$ cat src/rtl/csa_serial_add_seq.sv
// Word-serial wide adder: one WIDTH-bit carry-select slice is reused for WORDS
// cycles, LSW first, with the inter-word carry held in a register.

module full_adder_Nbit_csa #(
  parameter int WIDTH = 4
) (
  input  logic [WIDTH-1:0] a,
  input  logic [WIDTH-1:0] b,
  input  logic             cin,
  output logic [WIDTH-1:0] sum,
  output logic             cout
);
  // Lower half ripples from cin; upper half is precomputed for both carries.
  localparam int LO = (WIDTH > 1) ? WIDTH / 2 : 1;
  localparam int HI = WIDTH - LO;

  logic [LO:0] c_lo;

  assign c_lo[0] = cin;

  for (genvar i = 0; i < LO; i++) begin : g_lo
    assign sum[i]    = a[i] ^ b[i] ^ c_lo[i];
    assign c_lo[i+1] = (a[i] & b[i]) | (c_lo[i] & (a[i] ^ b[i]));
  end

  if (HI == 0) begin : g_no_hi
    assign cout = c_lo[LO];
  end else begin : g_hi
    logic [HI:0]   c0;
    logic [HI:0]   c1;
    logic [HI-1:0] s0;
    logic [HI-1:0] s1;

    assign c0[0] = 1'b0;
    assign c1[0] = 1'b1;

    for (genvar j = 0; j < HI; j++) begin : g_bit
      localparam int K = LO + j;
      assign s0[j]   = a[K] ^ b[K] ^ c0[j];
      assign c0[j+1] = (a[K] & b[K]) | (c0[j] & (a[K] ^ b[K]));
      assign s1[j]   = a[K] ^ b[K] ^ c1[j];
      assign c1[j+1] = (a[K] & b[K]) | (c1[j] & (a[K] ^ b[K]));
    end

    assign sum[WIDTH-1:LO] = c_lo[LO] ? s1 : s0;
    assign cout            = c_lo[LO] ? c1[HI] : c0[HI];
  end
endmodule

module csa_serial_add_seq #(
  parameter int WIDTH = 4,
  parameter int WORDS = 4
) (
  input  logic                   clk,
  input  logic                   rst,
  input  logic                   in_valid,
  output logic                   in_ready,
  input  logic [WIDTH*WORDS-1:0] a,
  input  logic [WIDTH*WORDS-1:0] b,
  input  logic                   cin,
  output logic                   out_valid,
  input  logic                   out_ready,
  output logic [WIDTH*WORDS-1:0] sum,
  output logic                   cout,
  output logic                   busy
);
  localparam int TW = WIDTH * WORDS;
  localparam int CW = (WORDS > 1) ? $clog2(WORDS) : 1;
  localparam logic [CW-1:0] LAST = CW'(WORDS - 1);

  typedef enum logic [1:0] {
    IDLE,
    RUN,
    DONE
  } state_t;

  state_t         state;
  state_t         state_nxt;
  logic [TW-1:0]  a_r;
  logic [TW-1:0]  b_r;
  logic           carry_r;
  logic [CW-1:0]  idx;
  logic [WIDTH-1:0] slice_a;
  logic [WIDTH-1:0] slice_b;
  logic [WIDTH-1:0] slice_sum;
  logic           slice_cout;
  logic           accept;

  assign in_ready  = (state == IDLE) && !rst;
  assign out_valid = (state == DONE);
  assign busy      = (state != IDLE);
  assign accept    = in_ready && in_valid;

  assign slice_a = a_r[idx*WIDTH +: WIDTH];
  assign slice_b = b_r[idx*WIDTH +: WIDTH];

  full_adder_Nbit_csa #(.WIDTH(WIDTH)) u_slice (
    .a    (slice_a),
    .b    (slice_b),
    .cin  (carry_r),
    .sum  (slice_sum),
    .cout (slice_cout)
  );

  // NOTE: every signal assigned here gets a default first so no latch is inferred.
  always_comb begin
    state_nxt = state;
    case (state)
      IDLE:    if (accept) state_nxt = RUN;
      RUN:     if (idx == LAST) state_nxt = DONE;
      DONE:    if (out_ready) state_nxt = IDLE;
      default: state_nxt = IDLE;
    endcase
  end

  // NOTE: state is updated with non-blocking assignments so all flops see pre-edge values.
  always_ff @(posedge clk or posedge rst) begin
    if (rst) state <= IDLE;
    else     state <= state_nxt;
  end

  always_ff @(posedge clk or posedge rst) begin
    if (rst) begin
      a_r     <= '0;
      b_r     <= '0;
      carry_r <= 1'b0;
      idx     <= '0;
      sum     <= '0;
      cout    <= 1'b0;
    end else begin
      case (state)
        IDLE: begin
          if (accept) begin
            a_r     <= a;
            b_r     <= b;
            carry_r <= cin;
            idx     <= '0;
          end
        end
        RUN: begin
          sum[idx*WIDTH +: WIDTH] <= slice_sum;
          carry_r                 <= slice_cout;
          if (idx == LAST) cout <= slice_cout;
          else             idx  <= idx + CW'(1);
        end
        default: ;
      endcase
    end
  end
endmodule

$ cat config.mk
export PLATFORM = sky130hd
export DESIGN_NAME = csa_serial_add_seq
export DESIGN_NICKNAME = d
export VERILOG_FILES = /design/src/rtl/csa_serial_add_seq.sv
export SDC_FILE = /design/constraint.sdc
export NUM_CORES = 1
export LEC_CHECK = 0
export ABC_AREA = 0
export CORE_MARGIN = 2
export CORE_UTILIZATION = 50
export CTS_BUF_LIST = sky130_fd_sc_hd__clkbuf_16
export CTS_CLUSTER_SIZE = 40
export DETAILED_ROUTE_END_ITERATION = 8
export GPL_ROUTABILITY_DRIVEN = 0
export GPL_TIMING_DRIVEN = 0
export PLACE_DENSITY = 0.92
export SETUP_SLACK_MARGIN = 0.4
export SYNTH_ARGS = -nofsm -noshare
export SYNTH_HDL_FRONTEND = slang
export SYNTH_HIERARCHICAL = 1
export SYNTH_SLANG_ARGS = --single-unit
$ cat constraint.sdc
create_clock -name clk -period 4.9 [get_ports clk]
set_input_delay 0.98 -clock clk [delete_from_list [all_inputs] [get_ports clk]]
set_output_delay 0.98 -clock clk [all_outputs]
set_load 0.005 [all_outputs]
Word-level counts from Yosys, hierarchy flattened

Cells that the tools add are included.

Eq/ne operators: 7
Shift-type cells: 4
Multiplexer cells: 12
$add $sub $neg: 2
Reduce and logical (&&, ||, !) cells: 11
Bitwise gates (word level): 22

Operators with widths:

| cell                                                   | count |
|---|---|
| negator 4 -> 34 bit                                    | 1 |
| variable shift 4 x 34 -> 16 bit (first input constant) | 1 |
| indexed part select 4 x 34 -> 16 bit                   | 1 |
| indexed part select 16 x 5 -> 4 bit                    | 2 |
| bitwise mux 16 bit                                     | 1 |
| 2-to-1 mux 2 bit                                       | 6 |
| bitwise AND 1 bit                                      | 8 |
| XOR 1 bit                                              | 8 |
| inequality test 2 bit (second input constant)          | 3 |
| one-hot mux 2 bit (3 select lines)                     | 1 |
| AND reduction 2 bit                                    | 3 |
| AND reduction 3 bit                                    | 2 |
| bitwise OR 1 bit                                       | 5 |
| == test 2 bit (second input constant)                  | 2 |
| one-hot mux 2 bit (2 select lines)                     | 1 |
| nonzero test 2 bit                                     | 2 |
| adder 2 x 1 -> 2 bit (second input constant)           | 1 |
| == test 2 x 1 -> 1 bit (second input constant)         | 1 |
| logical AND 1 bit                                      | 2 |
| zero test 2 bit                                        | 1 |
| 2-to-1 mux 1 bit                                       | 2 |
| inequality test 2 x 1 -> 1 bit (second input constant) | 1 |
| one-hot mux 1 bit (2 select lines)                     | 1 |
| zero test 1 bit                                        | 1 |
| NOT 1 bit                                              | 1 |

Output and inout port bits: 20
Register bits: 54
Word-level logic and storage cells: 65
Input port bits: 37

Longest topological paths before layout

Depth in word-level cells: 9
Mapped depth: 12
Gate-level depth less buffers: 11

Hierarchy

Netlist, hierarchy kept.

Modules (own cells, without submodules):

| module              | instances | cells each | area each (µm²) |
|---|---|---|---|
| csa_serial_add_seq  | 1         | 153        | 2359.8 |
| full_adder_Nbit_csa | 1         | 19         | 143.9 |

Worst setup path before layout

Ideal clock, no wire load.

Path type: register -> register
Start: register idx[0]
End: register sum[11]
Required time: 4.822 ns
Setup slack: 1.970 ns
Library setup time: 0.078 ns
Path buffers: 1
Stages on the path, launching flop included: 12
Arrival: 2.852 ns
Cells stage by stage: dfrtp_1 -> buf_2 -> mux4_2 -> inv_1 -> fa_1 -> inv_1 -> fa_1 -> o21ai_0 -> fa_1 -> inv_1 -> nand2_1 -> o2bb2ai_1

Longest elaborated chain between the ends: 9

Ends and longest elaborated chain:

| element                                | line | text |
|---|---|---|
| from (decl)                            | 82   | `logic [CW-1:0] idx;` |
| from (signal assigned)                 | 144  | `else idx <= idx + CW'(1);` |
| indexed part select 16 x 5 -> 4 bit *  | 94   | `assign slice_a = a_r[idx*WIDTH +: WIDTH];` |
| via slice_a[0]                         | 83   | `logic [WIDTH-1:0] slice_a;` |
| XOR 1 bit                              | 23   | `assign c_lo[i+1] = (a[i] & b[i]) \| (c_lo[i] & (a[i] ^ b[i]));` |
| bitwise AND 1 bit                      | 23   |  |
| bitwise OR 1 bit *                     | 23   |  |
| bitwise AND 1 bit *                    | 23   |  |
| bitwise OR 1 bit *                     | 23   |  |
| 2-to-1 mux 2 bit *                     | 45   | `assign sum[WIDTH-1:LO] = c_lo[LO] ? s1 : s0;` |
| via slice_sum[3]                       | 85   | `logic [WIDTH-1:0] slice_sum;` |
| indexed part select 4 x 34 -> 16 bit * | 141  | `sum[idx*WIDTH +: WIDTH] <= slice_sum;` |
| bitwise mux 16 bit *                   | 141  |  |
| to (signal, indexed assignment)        | 141  |  |
| to (decl)                              | 63   | `output logic [WIDTH*WORDS-1:0] sum,` |

The timed path passes the listed nets; every way through them passes the cells marked *.
A chain may end at the register's enable or synchronous reset.

Worst setup path in the final report

Start: register idx[0]
End: register sum[7]

The elaborated chain is that of the path after synthesis.

==> out/metrics.cfg <==
[synthesis]
synth_top_area_cell = dfrtp_1
synth_mux_area_frac = 0.225
synth_adder_area_share = 0.0640
syn_area_per_cell_um2 = 14.6
yosysWarnings = 6
ys_seq_elements = 54
ys_seq_area_frac = 0.540
yosys-top-cells-area = dfrtp_1, mux2_2, mux4_2
synth_top_family_by_area = multiplexers
synthDistinctLibCells = 26
synth_nets = 220
synth_compound_area_frac = 0.0655
async_flop_share = 1.00
synth_edf_count = 0
syn_inst = 172
synth.top_cell.area_share = 0.540
synth_simple_gate_area_frac = 0.0630
synth_xor_xnor_area_share = 0.00350
synth_ff_type = dfrtp_1
syn_area_um2 = 2500

[clock_network]
clk_latency_ps = 290
cts_buffer_depth = 2
numClockSinks = 54
numCtsBuffers = 5
clk_pin_slew_ps = 70
holdBufCountCts = 0
cts_htree_levels = 2
cts_resized = 0
post_cts_buffers = 0
cts_tree = built
cts_root_buffer = clkbuf_16

[sta]
max_slew.worst_pin.slew_ps = 637
setup_viol = 0
hold_viol_final = 0
fin_skew_ps = 2.71
setup_tns_ps = 0
fin_crit_sh = 0.713
post-route-min-period_ps = 3490
drv_slew = 0
relSlewSlack = 0.573
rsz0062_at_grt = false
timing.fmax_mhz = 286

[critical_path]
worstSetupPathType = register to register
cp_max_fo = 10
cp-startpoint = idx[0]$_DFFE_PP0P_
crit_chain = buf_2 > mux4_2 > inv_1 > fa_1 > inv_1 > fa_1 > o21ai_0 > fa_1 > inv_1 > nand2_1 > o2bb2ai_1
crit_slowest_cell = mux4_2
crit_family = adder cells
critPathBufInv = 4
endpoint_kind = register
cp.required_ps = 5110
slowest_delay_ps = 560
r2r_start = idx[0]$_DFFE_PP0P_
worstPathArrival_ps = 3710
start_kind = register

[die]
top_level_ports = 57
die_area_um2 = 5590
initial_core_util = 0.523
die_w_um = 74.8
design.core.area_um2 = 4790
die_h_um = 74.8
row_count = 25

[final_layout]
multiInputGateArea_um2 = 1050
syn_to_final_growth_pct = 32.3
fill_cells = 334
final_area_um2 = 3310
drive_gt1_frac = 0.236
seq_area_um2 = 1350
nNetsFinal = 284
num_antenna_cells = 0

[status]
status = finished, final reports clean

[pwr]
p_per_area_nw_per_um2 = 649
ir_drop_uv = 325
leakage_uw = 0.00141
p_total_uw = 2150

[placement]
dp_hpwl_mm = 3.56
dpl_cell_area_um2 = 3170
portBuffers = 56

[global_routing]
grt_pass1_vias = 1669
grt_pass1_wl_mm = 7.83
grt_max_degree = 31
track_usage = 0.193
antenna_found_initial = 0
grt_overflow_total = 0

[drt]
drt_wl_total_mm = 4.82
wl_per_cell_um = 15.8
dr.first_iter.drc_count = 48
vias_per_cell = 5.31
dr.pass1.iters = 4
drc = 0
ant_nets = 0
num_vias = 1613

[job]
max_cap_violations = 0

[hold_path]
min_from = sum[4]$_DFFE_PP0P_
min_path_type = register to register

Yosys cell counts, types with 2 or more instances:
cell	count
dfrtp_1	54
mux2_2	32
inv_1	15
o2bb2ai_1	12
nand2_1	10
ha_1	8
mux4_2	8
a22o_1	5
buf_6	3
fa_1	3
mux2_1	2
nand3_1	2
nand3b_1	2
nor2_1	2
nor2b_1	2
nor3b_1	2
cells in the final DEF, fill, tap and decap left out, types with 2 or more instances in the layout:
| cell | netlist | routed |
|---|---|---|
| ha_1 | 8 | 8 |
| mux4_2 | 8 | 8 |
| nand3_1 | 2 | 2 |
| dfrtp_1 | 54 | 54 |
| mux2_1 | 2 | 2 |
| clkdlybuf4s50_1 | 0 | 56 |
| nand2_1 | 10 | 10 |
| nor3b_1 | 2 | 2 |
| nor2b_1 | 2 | 2 |
| nor2_1 | 2 | 2 |
| nand3b_1 | 2 | 2 |
| fa_1 | 3 | 3 |
| inv_1 | 15 | 14 |
| a22o_1 | 5 | 5 |
| o2bb2ai_1 | 12 | 12 |
| mux2_2 | 32 | 32 |
| buf_6 | 3 | 3 |
| clkbuf_16 | 0 | 5 |
worst register-to-register path, stage by stage, from the launching register on:
cell and delay (ps):
dfrtp_1 530, buf_2 380, mux4_2 560, inv_1 100
fa_1 170, inv_1 50, fa_1 410, o21ai_0 360
fa_1 500, inv_1 100, nand2_1 90, o2bb2ai_1 170
state kept, by name (all words and copies together), names as in the netlist:
name	cells
a_r	16
b_r	16
carry_r	1
cout	1
idx	2
state	2
sum	16
final timing paths:
| path | cells after the start | slack (ps) | end |
|---|---|---|---|
| worst min-delay path | 1 | 490 | sum[4]$_DFFE_PP0P_ |
| max in group asynchronous | 3 | 3220 | b_r[0]$_DFFE_PP0P_ |
| worst min register to register | 1 | 490 | sum[4]$_DFFE_PP0P_ |
| worst max register to register | 11 | 1410 | sum[7]$_DFFE_PP0P_ |
| worst max-delay path | 11 | 1410 | sum[7]$_DFFE_PP0P_ |
| min in group asynchronous | 2 | 1150 | sum[3]$_DFFE_PP0P_ |
area by class of cell:
cell class                      instances  area share
Sequential cell                        54       0.408
Buffer                                  5      0.0128
Clock inverter                          3     0.00604
Inverter                               15      0.0170
Timing Repair Buffer                   57       0.175
Tap cell                               67      0.0253
Clock buffer                            5      0.0378
Multi-Input combinational cell         98       0.318
power by group:
group          switching (uW)  leakage (uW)  total, uW  internal (uW)
sequential                123      0.000673        770            647
combinational             480      0.000668       1030            552
clock                     159     0.0000679        348            190
total                     762       0.00141       2150           1390
cells by family (layout without fill, tap and decap cells):
family	count (synthesis)	after routing
simple gates	25	25
compound gates	19	19
buf+inv	20	85
flops	54	54
mux	42	42
xor+xnor	1	1
fa+ha+maj	11	11
per-layer routing:
layer	vias to the layer above	GRT usage	wire length, um
li1	746	-	-
met1	810	0.232	2030
met2	48	0.329	2470
met3	9	0.0535	238
met4	0	0.0774	87
met5	-	0	0
metrics by stage:
stage          instances  worst slack [ps]  hold slack [ps]  utilization
2_1_floorplan        172              1970              452            -
3_3_place_gp         295              1600              465        0.658
3_5_place_dp         296              1490              479        0.662
4_1_cts              304              1430              497        0.692
5_1_grt              304              1250              509        0.692
6_report             304              1410              491        0.692
Power figures use the tool's default switching activity.
